## src/rtl/serial_adder_pkg.sv

```systemverilog
// Shared definitions for the bit-serial adder controller: state encoding and a
// gate-level counter increment so the controller itself carries no adder.
package serial_adder_pkg;

  localparam logic [1:0] ST_IDLE = 2'd0;
  localparam logic [1:0] ST_RUN  = 2'd1;
  localparam logic [1:0] ST_DONE = 2'd2;

  typedef enum logic [1:0] {
    StIdle = ST_IDLE,
    StRun  = ST_RUN,
    StDone = ST_DONE
  } state_e;

  // Wide enough for $clog2(WIDTH+1) at the largest legal WIDTH of 32.
  localparam int unsigned CntWMax = 6;

  // Ripple increment built from XOR/AND so no behavioural '+' is synthesised.
  function automatic logic [CntWMax-1:0] cnt_inc(input logic [CntWMax-1:0] x);
    logic [CntWMax-1:0] r;
    logic               c;
    c = 1'b1;
    for (int i = 0; i < CntWMax; i++) begin
      r[i] = x[i] ^ c;
      c    = x[i] & c;
    end
    return r;
  endfunction

endpackage

```

## src/rtl/serial_adder_ctrl_if.sv

```systemverilog
// Requester-side handshake and result bus of the bit-serial adder controller.
interface serial_adder_ctrl_if #(
  parameter int unsigned WIDTH = 8
);
  logic             start;
  logic [WIDTH-1:0] a;
  logic [WIDTH-1:0] b;
  logic             cin;
  logic             busy;
  logic             done;
  logic [WIDTH-1:0] sum;
  logic             cout;

  modport master (
    output start, a, b, cin,
    input  busy, done, sum, cout
  );

  modport slave (
    input  start, a, b, cin,
    output busy, done, sum, cout
  );
endinterface

```

## src/rtl/full_adder_using_nand.sv

```systemverilog
// One-bit full adder built only from two-input NAND gates (nine gates).
module full_adder_using_nand (
  input  logic a,
  input  logic b,
  input  logic c,
  output logic Sum,
  output logic Carry
);
  logic n1, n2, n3, x1, n4, n5, n6;

  assign n1    = ~(a & b);
  assign n2    = ~(a & n1);
  assign n3    = ~(b & n1);
  assign x1    = ~(n2 & n3);  // a ^ b
  assign n4    = ~(x1 & c);
  assign n5    = ~(x1 & n4);
  assign n6    = ~(c & n4);
  assign Sum   = ~(n5 & n6);
  assign Carry = ~(n4 & n1);
endmodule

```

## src/rtl/serial_adder_ctrl.sv

```systemverilog
// Bit-serial adder controller: streams WIDTH operand bits LSB first through one
// NAND full-adder cell, closing the carry loop through a register.
module serial_adder_ctrl
  import serial_adder_pkg::*;
#(
  parameter int unsigned WIDTH = 8
) (
  input  logic             clk,
  input  logic             rst_n,
  serial_adder_ctrl_if.slave bus
);
  localparam int unsigned     CntW    = $clog2(WIDTH + 1);
  localparam logic [CntW-1:0] CntLast = CntW'(WIDTH - 1);

  state_e           state_q;
  logic [WIDTH-1:0] a_sr_q, b_sr_q, s_sr_q, s_sr_d, sum_q;
  logic [CntW-1:0]  cnt_q, cnt_d;
  logic             c_q, cout_q, busy_q, done_q;
  logic             fa_sum, fa_carry;

  full_adder_using_nand u_fa (
    .a    (a_sr_q[0]),
    .b    (b_sr_q[0]),
    .c    (c_q),
    .Sum  (fa_sum),
    .Carry(fa_carry)
  );

  always_comb begin
    // New sum bit enters at the MSB so bit 0 lands at position 0 after WIDTH shifts.
    s_sr_d = (s_sr_q >> 1) | (WIDTH'(fa_sum) << (WIDTH - 1));
    cnt_d  = CntW'(cnt_inc(CntWMax'(cnt_q)));
  end

  always_ff @(posedge clk or negedge rst_n) begin
    if (!rst_n) begin
      state_q <= StIdle;
      a_sr_q  <= '0;
      b_sr_q  <= '0;
      s_sr_q  <= '0;
      cnt_q   <= '0;
      c_q     <= 1'b0;
      sum_q   <= '0;
      cout_q  <= 1'b0;
      busy_q  <= 1'b0;
      done_q  <= 1'b0;
    end else begin
      case (state_q)
        StIdle, StDone: begin
          done_q <= 1'b0;
          if (bus.start) begin
            state_q <= StRun;
            busy_q  <= 1'b1;
            a_sr_q  <= bus.a;
            b_sr_q  <= bus.b;
            c_q     <= bus.cin;
            s_sr_q  <= '0;
            cnt_q   <= '0;
          end else begin
            state_q <= StIdle;
            busy_q  <= 1'b0;
          end
        end
        StRun: begin
          a_sr_q <= a_sr_q >> 1;
          b_sr_q <= b_sr_q >> 1;
          s_sr_q <= s_sr_d;
          c_q    <= fa_carry;
          cnt_q  <= cnt_d;
          if (cnt_q == CntLast) begin
            state_q <= StDone;
            busy_q  <= 1'b0;
            done_q  <= 1'b1;
            sum_q   <= s_sr_d;
            cout_q  <= fa_carry;
          end
        end
        default: begin
          // Unused encoding: fall back to idle without touching the result.
          state_q <= StIdle;
          busy_q  <= 1'b0;
          done_q  <= 1'b0;
        end
      endcase
    end
  end

  assign bus.busy = busy_q;
  assign bus.done = done_q;
  assign bus.sum  = sum_q;
  assign bus.cout = cout_q;

endmodule
```

## src/flat_wrapper.sv

```systemverilog
// flat-port wrapper written by rule: the top's interface ports become plain ports
module serial_adder_ctrl_flat import serial_adder_pkg::*;
#(
  parameter int unsigned WIDTH = 8
)
  (clk, rst_n, bus_start, bus_a, bus_b, bus_cin, bus_busy, bus_done, bus_sum, bus_cout);
  serial_adder_ctrl_if #(.WIDTH(WIDTH)) bus_i ();
  input  logic clk;
  input  logic rst_n;
  input wire logic [$bits(bus_i.start)-1:0] bus_start;
  input wire logic [$bits(bus_i.a)-1:0] bus_a;
  input wire logic [$bits(bus_i.b)-1:0] bus_b;
  input wire logic [$bits(bus_i.cin)-1:0] bus_cin;
  output wire logic [$bits(bus_i.busy)-1:0] bus_busy;
  output wire logic [$bits(bus_i.done)-1:0] bus_done;
  output wire logic [$bits(bus_i.sum)-1:0] bus_sum;
  output wire logic [$bits(bus_i.cout)-1:0] bus_cout;
  assign bus_i.start = bus_start;
  assign bus_i.a = bus_a;
  assign bus_i.b = bus_b;
  assign bus_i.cin = bus_cin;
  assign bus_busy = bus_i.busy;
  assign bus_done = bus_i.done;
  assign bus_sum = bus_i.sum;
  assign bus_cout = bus_i.cout;
  serial_adder_ctrl #(.WIDTH(WIDTH)) u_core (.clk(clk), .rst_n(rst_n), .bus(bus_i));
endmodule
```

## config.mk

```make
export PLATFORM = sky130hd
export DESIGN_NAME = serial_adder_ctrl_flat
export DESIGN_NICKNAME = d
export VERILOG_FILES = /design/src/rtl/serial_adder_pkg.sv /design/src/rtl/serial_adder_ctrl_if.sv /design/src/rtl/full_adder_using_nand.sv /design/src/rtl/serial_adder_ctrl.sv /design/src/flat_wrapper.sv
export SDC_FILE = /design/constraint.sdc
export NUM_CORES = 1
export LEC_CHECK = 0
export CAP_MARGIN = 20
export CORE_ASPECT_RATIO = 1.75
export CORE_MARGIN = 2
export CORE_UTILIZATION = 51
export CTS_CLUSTER_SIZE = 16
export DETAILED_ROUTE_END_ITERATION = 8
export PLACE_DENSITY = 0.75
export SETUP_SLACK_MARGIN = 0.4
export SLEW_MARGIN = 20
export SYNTH_ARGS = -nofsm -noshare
export SYNTH_HDL_FRONTEND = slang
export SYNTH_SLANG_ARGS = --single-unit
```

## constraint.sdc

```tcl
create_clock -name clk -period 1.87 [get_ports clk]
set_input_delay 0.187 -clock clk [delete_from_list [all_inputs] [get_ports clk]]
set_output_delay 0.187 -clock clk [all_outputs]
set_load 0.1 [all_outputs]
```

Yosys cells after proc, flatten, opt, wreduce, memory -nomap -nowiden
Cells that the tools add are included.
{ "word_totals": {"ff_bits": 42, "elab_cells": 63} }
{ "classes": {"n_eq_ne": 5, "muxes": 18, "bitwise": 25, "n_reduce_logical": 5} }
{ "ops": {"columns": ["op", "count"], "rows": [
  ["8-bit one-hot mux with 2 select lines", 3],
  ["8-bit two-way mux", 3],
  ["1-bit bitwise AND", 11],
  ["1-bit inverter", 10],
  ["7-bit by 8-bit OR with 8-bit output", 1],
  ["4-bit one-hot mux with 2 select lines", 1],
  ["1-bit two-way mux", 6],
  ["4-bit by 3-bit equality test with 1-bit output (second input constant)", 1],
  ["4-bit two-way mux", 1],
  ["1-bit one-hot mux with 2 select lines", 2],
  ["2-bit one-hot mux with 2 select lines", 1],
  ["2-bit AND reduction", 2],
  ["1-bit bitwise XOR", 3],
  ["2-bit by 1-bit equality test with 1-bit output (second input constant)", 1],
  ["2-bit equality test (second input constant)", 1],
  ["2-bit zero test", 1],
  ["2-bit two-way mux", 1],
  ["2-bit by 1-bit inequality test with 1-bit output (second input constant)", 1],
  ["2-bit inequality test (second input constant)", 1],
  ["2-bit nonzero test", 1],
  ["2-bit OR reduction", 1]
]} }

Depth between registers and ports, before layout
Gate-level depths: netlist (run 1).
{ "depth": {"depth_word": 14, "mapped_depth": 5, "depth_no_buf": 5} }

Cells and area by module
A second synthesis (run 1) with hierarchy kept.
{ "unflattened": {"cells_unflattened": 149, "hier_area_um2": 1669.1} }
{ "by_module_without_submodules": {"columns": ["mod", "instances", "cells_each", "area_each_um2"], "rows": [
  ["serial_adder_ctrl", 1, 148, 1649.1],
  ["full_adder_using_nand", 1, 1, 20.0]
]} }

Worst setup path before layout (run 1)
OpenSTA, ideal clock, no wires.
{ "synth_path": {"path_type": "reg-to-reg", "from": "register u_core.state_q[1]", "to": "register u_core.s_sr_q[1]", "setup_time_ns": 0.121, "arrival_time_ns": 1.703, "required_ns": 1.749, "slack_ns": 0.046, "stages_incl_launch_ff": 5, "n_path_buf": 2, "cell_sequence": "dfrtp_1 -> and2b_1 -> buf_4 -> buf_2 -> a22o_1"} }
{ "synth_via": {"elab_chain_len": 4, "elab_cells_between_ends": 8, "cone_classes": "eq/ne (3); mux (1); reduce/logical (4)"} }
{ "synth_rtl": {"columns": ["item", "line_no", "source"], "rows": [
  ["start, declared", "serial_adder_ctrl.sv:15", "state_e state_q;"],
  ["start signal, assigned", "serial_adder_ctrl.sv:37", "state_q <= StIdle;"],
  ["start signal, assigned", "serial_adder_ctrl.sv:52", "state_q <= StRun;"],
  ["start signal, assigned", "serial_adder_ctrl.sv:60", "state_q <= StIdle;"],
  ["2-bit equality test / 2-bit zero test (equally long branches)", "serial_adder_ctrl.sv:48", "case (state_q)"],
  ["2-bit OR reduction", "serial_adder_ctrl.sv:48", null],
  ["2-bit inequality test (no source line) / 2-bit nonzero test (equally long branches)", null, null],
  ["2-bit AND reduction (no source line)", null, null],
  ["end signal, assigned", "serial_adder_ctrl.sv:67", "s_sr_q <= s_sr_d;"],
  ["end, declared", "serial_adder_ctrl.sv:16", "logic [WIDTH-1:0] a_sr_q, b_sr_q, s_sr_q, s_sr_d, sum_q;"]
]} }
Parallel ways exist; a longest one is shown, timed or not.
A chain may end at the register's enable or synchronous reset.

Worst setup path after layout (run 1)
{ "layout_path": {"from": "register u_core.cnt_q[0]", "to": "register u_core.sum_q[4], in the netlist u_core.bus.sum[4]"} }
{ "layout_via": {"elab_chain_len": 2} }
{ "layout_rtl": {"columns": ["item", "line_no", "source"], "rows": [
  ["start, declared", "serial_adder_ctrl.sv:17", "logic [CntW-1:0] cnt_q, cnt_d;"],
  ["start signal, assigned", "serial_adder_ctrl.sv:69", "cnt_q <= cnt_d;"],
  ["4-bit by 3-bit equality test with 1-bit output", "serial_adder_ctrl.sv:70", "if (cnt_q == CntLast) begin"],
  ["2-bit AND reduction (no source line)", null, null],
  ["end signal, assigned", "serial_adder_ctrl.sv:74", "sum_q <= s_sr_d;"],
  ["end, declared", "serial_adder_ctrl.sv:16", null]
]} }
No other way between the ends.

==> run_results.csv, run 1 <==
group,metric,value,unit
place,dp_hpwl,2280,um
worst_setup_path,worst_reg2reg_startpoint,"u_core.cnt_q[0]",
sta,rsz0062_at_grt,"false",
route,avgViaCountPerCell,5.50,
worst_setup_path,path_delay_family,"simple AND/OR/NAND/NOR gates",
floorplanning,row_count,27,
floorplanning,die_width,47.5,um
logic_synthesis,netlist.area_leader.share,59.4,%
logic_synthesis,yosysSeqAreaShare,59.4,%
power_and_ir_drop,static-leakage-power,0.967,nW
sta,finalCriticalPeriod,1.40,ns
cells_and_area,n_antenna_cell,0,
logic_synthesis,yosysTopAreaCell,"dfrtp_1",
cells_and_area,final_common_cell,"dfrtp_1",
logic_synthesis,netlist_area,1690,um2
floorplanning,total_die_area,3800,um2
route,wirelength,3470,um
route,iteration_0_drc_markers,33,
grt,global_route.overflow_total,0,
worst_setup_path,cp_slowest_stage_delay,0.37,ns
power_and_ir_drop,cellPowerDensity,2050,nW/um2
place,place_congestion,0.721,
clocking,cts_max_path_buffers,2,
grt,gr-usage-all-layers,20.2,%
sta,timing.setup.tns,0,ns
sta,finClkSkew,0.00707,ns
route,detail-route-antenna-nets,0,
logic_synthesis,synthDistinctLibCells,22,
logic_synthesis,yosys_warnings,0,
worst_setup_path,reg2reg_slack,0.47,ns
hold_path,hold_path_class,"in -> async",
route,route.vias.total,1178,
clocking,clkSinkCount,40,
sta,finalSetupViolations,0,
logic_synthesis,syn-mean-instance-area,12.6,um2
worst_setup_path,crit_required,2.06,ns
floorplanning,starting_density_of_the_core,53.6,%
route,wire_per_inst,16.2,um
worst_setup_path,critical_path_buf_inv_count,0,
clocking,tritoncts_clock_tree,"built",
route,drt_pre_antenna_iters,4,
worst_setup_path,crit_arrival,1.59,ns
cells_and_area,ratio_of_cells_with_drive_above_1_in_the_final_layout,24.6,%
run,timing.max_cap.violations,0,
grt,grt_start_max_net_pins,41,
cells_and_area,layout.cells.most_common_list,"dfrtp_1, buf_4, clkdlybuf4s50_1, nor2_1",
worst_setup_path,slowest_cell_on_the_critical_path,"dfrtp_1",
grt,antenna_violations_before_repair,0,
floorplanning,coreArea,3140,um2
sta,slew-limit-headroom,66.9,%
logic_synthesis,netlist_top_cells_area,"dfrtp_1, mux2_4, a22o_1, o22ai_1, nor3_1",
clocking,cts-root-buf,"clkbuf_8",
worst_setup_path,path_max_fanout,5,
floorplanning,die-height,80.0,um
worst_setup_path,worst_setup_path_start_kind,"flop",
place,pre_cts_ws,0.288,ns
clocking,clk_pin_slew,0.07,ns
logic_synthesis,syn_inst,134,
floorplanning,design.portCount,31,
logic_synthesis,synth.ff_latch_count,40,
worst_setup_path,critical_path_capture_point_type,"flop",
power_and_ir_drop,vdd_ir_drop_max,1.06,mV
cells_and_area,final_net_count,194,
sta,max_slew.worst_pin.slew,0.497,ns
sta,min_period_over_period,75.0,%
sta,worst_slack,0.467,ns
worst_setup_path,path_class,"reg -> reg",
clocking,clock_latency_late_sink,0.30,ns
grt,vias_in_the_first_global_route,1139,
route,drc_errors,0,
sta,fmax,713,MHz
grt,grt_pass1_wl,5310,um
place,portBuffers,30,
worst_setup_path,r2r_cells,4,
cells_and_area,area_growth_syn_to_layout,25.5,%
sta,final_hold_viol_count,0,
worst_setup_path,timing.rr.end,"u_core.bus.sum[4]",
status,run_status,"finished clean",
clocking,clock_tree.htree_level_count,2,
worst_setup_path,critical_path.cell_chain,"ha_1, nand3b_4, nor2_4, mux2_4",
sta,finalMaxSlewViolations,0,
logic_synthesis,mappedNetlistNets,157,
clocking,cts_buffers,5,
==> sequential cells by signal, indices dropped and copies added (netlist names) <==
signal / flops
u_core.a_sr_q: 8
u_core.b_sr_q: 8
u_core.bus.sum: 8
u_core.s_sr_q: 7
u_core.cnt_q: 4
u_core.state_q: 2
u_core.bus.busy: 1
u_core.bus.cout: 1
u_core.c_q: 1
==> worst min-delay path: stages <==
cell	delay, ns
dlygate4sd3_1	0.52
buf_2	0.10
buf_4	0.41
==> stage by stage <==
stage | util [%] | total power [W] | instances | hold WS (ns) | area (um2)
after floorplan | - | 0.00329 | 134 | -0.109 | 1700
after detailed placement | 63.2 | 0.00373 | 201 | 0.273 | 1980
after global placement | 63.2 | 0.00365 | 201 | 0.261 | 1980
final | 67.3 | 0.00434 | 214 | 0.476 | 2120
after CTS | 65.9 | 0.00427 | 209 | 0.481 | 2070
after global routing | 67.3 | 0.00459 | 214 | 0.505 | 2120
==> cells in the mapped netlist (all sizes together) <==
cell type	n
nand2	3
o21ai	1
nand2b	2
nor2	18
a22o	11
nor2b	1
o22ai	15
and2b	1
mux2	9
xor2	1
nand3	2
ha	2
nor3	15
dfrtp	40
buf	10
fa	1
nand3b	2
==> power by group <==
part	total, W	switching (W)	internal, W	leakage (nW)
logic	0.00224	0.00142	0.000822	0.433
clock network	0.000543	0.000290	0.000253	0.0410
registers	0.00155	0.000281	0.00127	0.493
==> metal layers <==
metal | vias up | routed length, um | global-route usage (%)
li1 | 555 | - | -
met1 | 581 | 1490 | 25.2
met3 | 9 | 152 | 6.11
met4 | 0 | 93 | 11.1
met2 | 33 | 1730 | 30.1
met5 | - | 0 | 0
==> cell type report <==
cell class,instances,area [um2]
multi-input cells,85,642
clock buffers,6,72.6
repair buffers,39,338
clock inverters,1,5.00
flip-flops and latches,40,1000
fillers,233,1030
well taps,43,53.8
==> cells by family after synthesis <==
family,share of synthesized area [%]
compound gates,11.6
xor+xnor,0.520
fa+ha+maj,2.67
buf+inv,3.79
flops,59.4
mux,8.02
simple gates,14.0
==> how the worst max path moves through the flow <==
stage                     slack (ns)         startpoint           endpoint  cells past startpoint
after floorplan                 0.32  u_core.state_q[1]    u_core.bus.cout                      4
after global placement          0.36          bus_start   u_core.a_sr_q[0]                      4
after detailed placement        0.29          bus_start   u_core.a_sr_q[0]                      4
after CTS                       0.41  u_core.state_q[1]  u_core.bus.sum[3]                      3
after global routing            0.40  u_core.state_q[0]    u_core.cnt_q[2]                      3
final                           0.47    u_core.cnt_q[0]  u_core.bus.sum[4]                      4
==> what timing repair did <==
| item | CTS | global route |
|---|---|---|
| resized for setup | 0 | 1 |
| hold buffers | 1 | 0 |
| hold endpoints to repair | 40 | 0 |
| endpoints found under the setup margin | 0 | 24 |
| buffers inserted | 0 | 4 |
Power figures use the tool's default switching activity.
==> run 2, diff against run 1 <==
- clock period: 1.87 -> 1.32 ns (I/O delays scaled with it)
==> run 2 against run 1 <==
  * Worst hold slack worse by 0.20 ns
  * First-iteration DRC count is 21% higher
  * Design area rose by 23%
  * Die area is the same
  * Sequential share of layout area down 8.8 points
  * Register-to-register slack worse by 0.54 ns
  * The flow now finishes with violations (negative setup slack)
  * Combinational power increased by 91%
  * Global-route usage rose by 5.1 points
  * Highest routed layer unchanged
  * Worst setup slack worse by 0.54 ns
==> run_results.csv, run 2 (synthesis gave the netlist of run 1 again) <==
group,metric,value,unit
place,place.detailed.instances,209,
clocking,cts_max_path_buffers,2,
sta,max_slew.worst_pin.slew,0.271,ns
sta,worst_slack,-0.0766,ns
worst_setup_path,path_max_fanout,5,
worst_setup_path,worst_reg2reg_startpoint,"u_core.cnt_q[0]",
worst_setup_path,crit_required,1.50,ns
clocking,cts_buffers,5,
status,run_status,"complete, but fails checks",
worst_setup_path,crit_arrival,1.57,ns
hold_path,hold_path_class,"in -> async",
route,iteration_0_drc_markers,40,
place,place_congestion,0.778,
cells_and_area,final_cell_area,2600,um2
cells_and_area,ratio_of_cells_with_drive_above_1_in_the_final_layout,44.8,%
sta,rsz0062_at_grt,"true",
route,drc_errors,0,
worst_setup_path,path_class,"reg -> reg",
floorplanning,coreArea,3140,um2
worst_setup_path,critical_path.startpoint,"u_core.cnt_q[0]",
sta,slew-limit-headroom,81.9,%
clocking,clock_tree.htree_level_count,2,
worst_setup_path,reg2reg_slack,-0.08,ns
worst_setup_path,r2r_cells,4,
clocking,clkSinkCount,40,
floorplanning,die_width,47.5,um
route,avgViaCountPerCell,5.59,
clocking,clk_pin_slew,0.08,ns
grt,global_route.overflow_total,0,
sta,finalCriticalPeriod,1.40,ns
worst_setup_path,critical_path.cell_chain,"ha_4, nand3b_4, nor2_4, mux2_4",
grt,grt_start_max_net_pins,26,
sta,finalMaxSlewViolations,0,
grt,antenna_violations_before_repair,0,
clocking,cts-root-buf,"clkbuf_8",
worst_setup_path,cp-endpoint,"u_core.bus.cout",
route,drt_pre_antenna_iters,5,
route,wire_per_inst,18.0,um
worst_setup_path,slowest_cell_on_the_critical_path,"dfrtp_1",
place,portBuffers,30,
cells_and_area,final_common_cell,"dfrtp_1",
route,route.vias.total,1326,
sta,min_period_over_period,106,%
worst_setup_path,worst_setup_path_start_kind,"flop",
clocking,clock_latency_late_sink,0.29,ns
grt,gr-usage-all-layers,25.3,%
worst_setup_path,critical_path_capture_point_type,"flop",
cells_and_area,n_antenna_cell,0,
clocking,tritoncts_clock_tree,"built",
route,wirelength,4270,um
sta,fmax,716,MHz
grt,vias_in_the_first_global_route,1416,
power_and_ir_drop,total_power,0.00745,W
floorplanning,row_count,27,
sta,final_hold_viol_count,0,
power_and_ir_drop,static-leakage-power,1.15,nW
floorplanning,starting_density_of_the_core,53.6,%
place,dp_hpwl,2740,um
cells_and_area,final_net_count,216,
power_and_ir_drop,cellPowerDensity,2870,nW/um2
place,place_area,2300,um2
worst_setup_path,timing.rr.end,"u_core.bus.cout",
floorplanning,total_die_area,3800,um2
worst_setup_path,cp_slowest_stage_delay,0.41,ns
cells_and_area,final-instance-count-excl-fill,237,
sta,timing.hold.ws,0.271,ns
sta,finClkSkew,0.00501,ns
cells_and_area,area_growth_syn_to_layout,54.2,%
route,detail-route-antenna-nets,0,
floorplanning,die-height,80.0,um
power_and_ir_drop,vdd_ir_drop_max,2.18,mV
grt,grt_pass1_wl,6710,um
cells_and_area,layout.cells.most_common_list,"dfrtp_1, buf_4, clkdlybuf4s50_1, nor2_1, nor3_2",
run,timing.max_cap.violations,0,
sta,finalSetupViolations,13,
status,failed_checks,"negative setup slack",
floorplanning,design.portCount,31,
[run 2: cell type report]
type / instances / area, um2
tap: 43 / 53.8
fill: 168 / 543
clock buffer: 8 / 90.1
timing repair buffer: 60 / 679
multi-input combinational: 86 / 769
sequential: 40 / 1010
[run 2: worst min path at each step]
stage / cells past startpoint / slack, ns / endpoint
final: 2 / 0.27 / u_core.s_sr_q[5]
after global routing: 2 / 0.30 / u_core.s_sr_q[5]
after CTS: 2 / 0.32 / u_core.bus.sum[4]
after detailed placement: 1 / 0.08 / u_core.s_sr_q[6]
after global placement: 1 / 0.06 / u_core.s_sr_q[6]
after floorplan: 0 / -0.16 / u_core.a_sr_q[0]
[run 2: where the power goes]
| part | total [W] | switching, W | internal [W] |
|---|---|---|---|
| Sequential | 0.00235 | 0.000547 | 0.00180 |
| Combinational | 0.00427 | 0.00229 | 0.00197 |
| Clock | 0.000835 | 0.000409 | 0.000426 |
[run 2: per-layer routing]
layer  share of wire [%]  global-route usage, %  up-vias  wire [um]
met5                   0                      0        -          0
met4                 2.8                   11.7        0        121
met3                 3.4                   3.85       10        144
met2                  56                   42.4       36       2370
met1                  38                   30.1      678       1630
li1                    -                      -      602          -
[run 2: metrics by stage]
step	setup TNS (ns)	setup slack, ns	util, %
6_report	-0.510	-0.0766	82.7
5_1_grt	-1.18	-0.119	82.7
4_1_cts	-0.205	-0.0519	80.3
3_5_place_dp	-1.41	-0.0962	73.2
3_3_place_gp	-0.584	-0.0681	73.2
2_1_floorplan	-4.39	-0.226	-
[run 2: critical path: cells and delay by family (launching register included)]
family	cells	cell delay (ns)
adders and majority gates	1	0.17
DFF	1	0.41
muxes	1	0.32
and+or+nand+nor	2	0.37
[run 2: timing repair]
item / CTS / global route
endpoints found under the setup margin: 51 / 58
setup buffers: 9 / 8
hold buffers: 1 / 0
endpoints found under the hold margin: 15 / 0
gates cloned: 2 / 0
pin swaps: 3 / 0
resized for setup: 8 / 4
==> run 3, diff against run 2 <==
- CORE_UTILIZATION: 51 -> 35
- PLACE_DENSITY: 0.75 -> 0.54
- clock period: 1.32 -> 1.4 ns (I/O delays scaled with it)
==> run 3 against run 2 <==
  * Count of clock-buffer cells in the layout down 3
  * Critical endpoint is now u_core.bus.sum[6]
  * Worst hold slack better by 0.053 ns
  * Global-route usage down 5.7 points
  * Die area up 42%
  * The run now ends clean
  * Via count up 2.9%
  * Design area up 14%
  * Sequential cell count unchanged
  * Total power up 12%
  * Critical path depth down 1
  * Sequential power down 4%
  * Largest power group unchanged
  * Utilization down 19 points
  * Critical path type unchanged
==> run_results.csv, run 3 (synthesis gave the netlist of run 1 again) <==
group,metric,value,unit
power_and_ir_drop,vdd_ir_drop_max,2.65,mV
clocking,cts_buffers,5,
grt,global_route.overflow_total,0,
place,place_area,2290,um2
place,dp_hpwl,2730,um
route,wirelength,4890,um
floorplanning,design.portCount,31,
floorplanning,row_count,33,
sta,min_period_over_period,98.5,%
cells_and_area,n_antenna_cell,0,
grt,grt_start_max_net_pins,23,
worst_setup_path,reg2reg_slack,0.02,ns
sta,slew-limit-headroom,68.6,%
clocking,clock_latency_late_sink,0.30,ns
route,detail-route-antenna-nets,0,
sta,finalCriticalPeriod,1.38,ns
route,drt_pre_antenna_iters,4,
worst_setup_path,r2r_cells,3,
floorplanning,starting_density_of_the_core,36.1,%
run,timing.max_cap.violations,0,
floorplanning,total_die_area,5410,um2
worst_setup_path,timing.rr.end,"u_core.bus.sum[6]",
sta,timing.setup.tns,0,ns
floorplanning,die_width,56.5,um
status,run_status,"finished clean",
route,route.vias.total,1365,
floorplanning,coreArea,4670,um2
route,drc_errors,0,
clocking,clock_tree.htree_level_count,2,
sta,rsz0062_at_grt,"true",
sta,final_hold_viol_count,0,
cells_and_area,ratio_of_cells_with_drive_above_1_in_the_final_layout,52.3,%
floorplanning,die-height,95.8,um
worst_setup_path,path_max_fanout,5,
clocking,clk_pin_slew,0.09,ns
worst_setup_path,crit_required,1.60,ns
clocking,clkSinkCount,40,
power_and_ir_drop,static-leakage-power,1.29,nW
cells_and_area,final_net_count,221,
place,place_congestion,0.719,
clocking,tritoncts_clock_tree,"built",
clocking,cts-root-buf,"clkbuf_8",
sta,finClkSkew,0.0125,ns
grt,vias_in_the_first_global_route,1496,
worst_setup_path,worst_setup_path_start_kind,"flop",
clocking,cts_max_path_buffers,2,
route,avgViaCountPerCell,5.44,
route,wire_per_inst,19.5,um
cells_and_area,area_growth_syn_to_layout,75.4,%
cells_and_area,area_taken_by_flip_flops_and_latches,1010,um2
cells_and_area,final_cell_area,2960,um2
route,iteration_0_drc_markers,19,
sta,timing.hold.ws,0.323,ns
power_and_ir_drop,total_power,0.00833,W
worst_setup_path,crit_arrival,1.58,ns
grt,grt_pass1_wl,7880,um
cells_and_area,final_common_cell,"dfrtp_1",
sta,fmax,725,MHz
power_and_ir_drop,cellPowerDensity,2820,nW/um2
hold_path,hold_path_class,"in -> async",
place,place.detailed.instances,215,
grt,gr-usage-all-layers,19.7,%
cells_and_area,layout.cells.most_common_list,"dfrtp_1, clkdlybuf4s50_1, buf_12, nor2_1, buf_4",
cells_and_area,n_fill_cell,342,
cells_and_area,final-instance-count-excl-fill,251,
grt,antenna_violations_before_repair,0,
cells_and_area,multiInputGateArea,890,um2
place,portBuffers,30,
worst_setup_path,worst_reg2reg_startpoint,"u_core.state_q[1]",
sta,max_slew.worst_pin.slew,0.471,ns
sta,finalMaxSlewViolations,0,
worst_setup_path,path_class,"reg -> reg",
worst_setup_path,critical_path_capture_point_type,"flop",
sta,finalSetupViolations,0,
[run 3: cell types whose count changed in the layout (fill, tap and decap cells not counted), moves of 5 or more]
cell / before / now
nor3_2: 15 / 9
buf_16: 0 / 5
nor3_4: 0 / 6
buf_4: 23 / 12
o22ai_1: 13 / 6
buf_6: 3 / 9
[run 3: metal layers]
layer	GRT usage (%)	up-vias	part of all wire, %
li1	-	614	-
met1	22.5	685	38
met2	34.0	52	55
met3	5.24	14	4.7
met4	8.93	0	2.2
met5	0	-	0
[run 3: repair_timing]
item | CTS | global route
hold endpoints to repair | 18 | 0
cloned | 8 | 0
pin swaps | 12 | 15
resized for setup | 32 | 17
setup endpoints to repair | 51 | 51
hold buffers | 1 | 0
buffers inserted | 14 | 5
[run 3: power breakdown]
part           total, W  internal (W)  switching, W  leakage, nW
registers       0.00226       0.00170      0.000561        0.491
clock network  0.000966      0.000528      0.000438       0.0541
logic           0.00510       0.00261       0.00249        0.741
[run 3: worst max-delay path, stage by stage (launching register included)]
cell and delay, ns:
dfrtp_4 0.49, nand2b_4 0.22, nor2_4 0.25, mux2_4 0.32
[run 3: worst max path at each step]
stage / start / end / slack, ns / cells after the start
after floorplan: u_core.state_q[1] / u_core.bus.cout / -0.15 / 4
after global placement: u_core.cnt_q[0] / u_core.bus.sum[0] / -0.01 / 4
after detailed placement: u_core.cnt_q[0] / u_core.bus.sum[2] / -0.05 / 4
after CTS: u_core.cnt_q[1] / u_core.bus.sum[6] / 0.02 / 4
after global routing: u_core.state_q[1] / u_core.bus.cout / -0.005 / 3
final: u_core.state_q[1] / u_core.bus.sum[6] / 0.02 / 3
[run 3: final cells by class]
class | count | area share [%]
clock buffers | 5 | 2.33
well taps | 52 | 2.20
flip-flops and latches | 40 | 34.1
multi-input cells | 86 | 30.1
repair buffers | 65 | 29.8
clock inverters | 3 | 1.44
[run 3: through the flow]
stage          setup WS, ns  util (%)
5_1_grt            -0.00529      63.3
3_5_place_dp        -0.0456      49.1
6_report             0.0203      63.3
2_1_floorplan        -0.146         -
3_3_place_gp        -0.0120      49.1
4_1_cts              0.0204      61.0
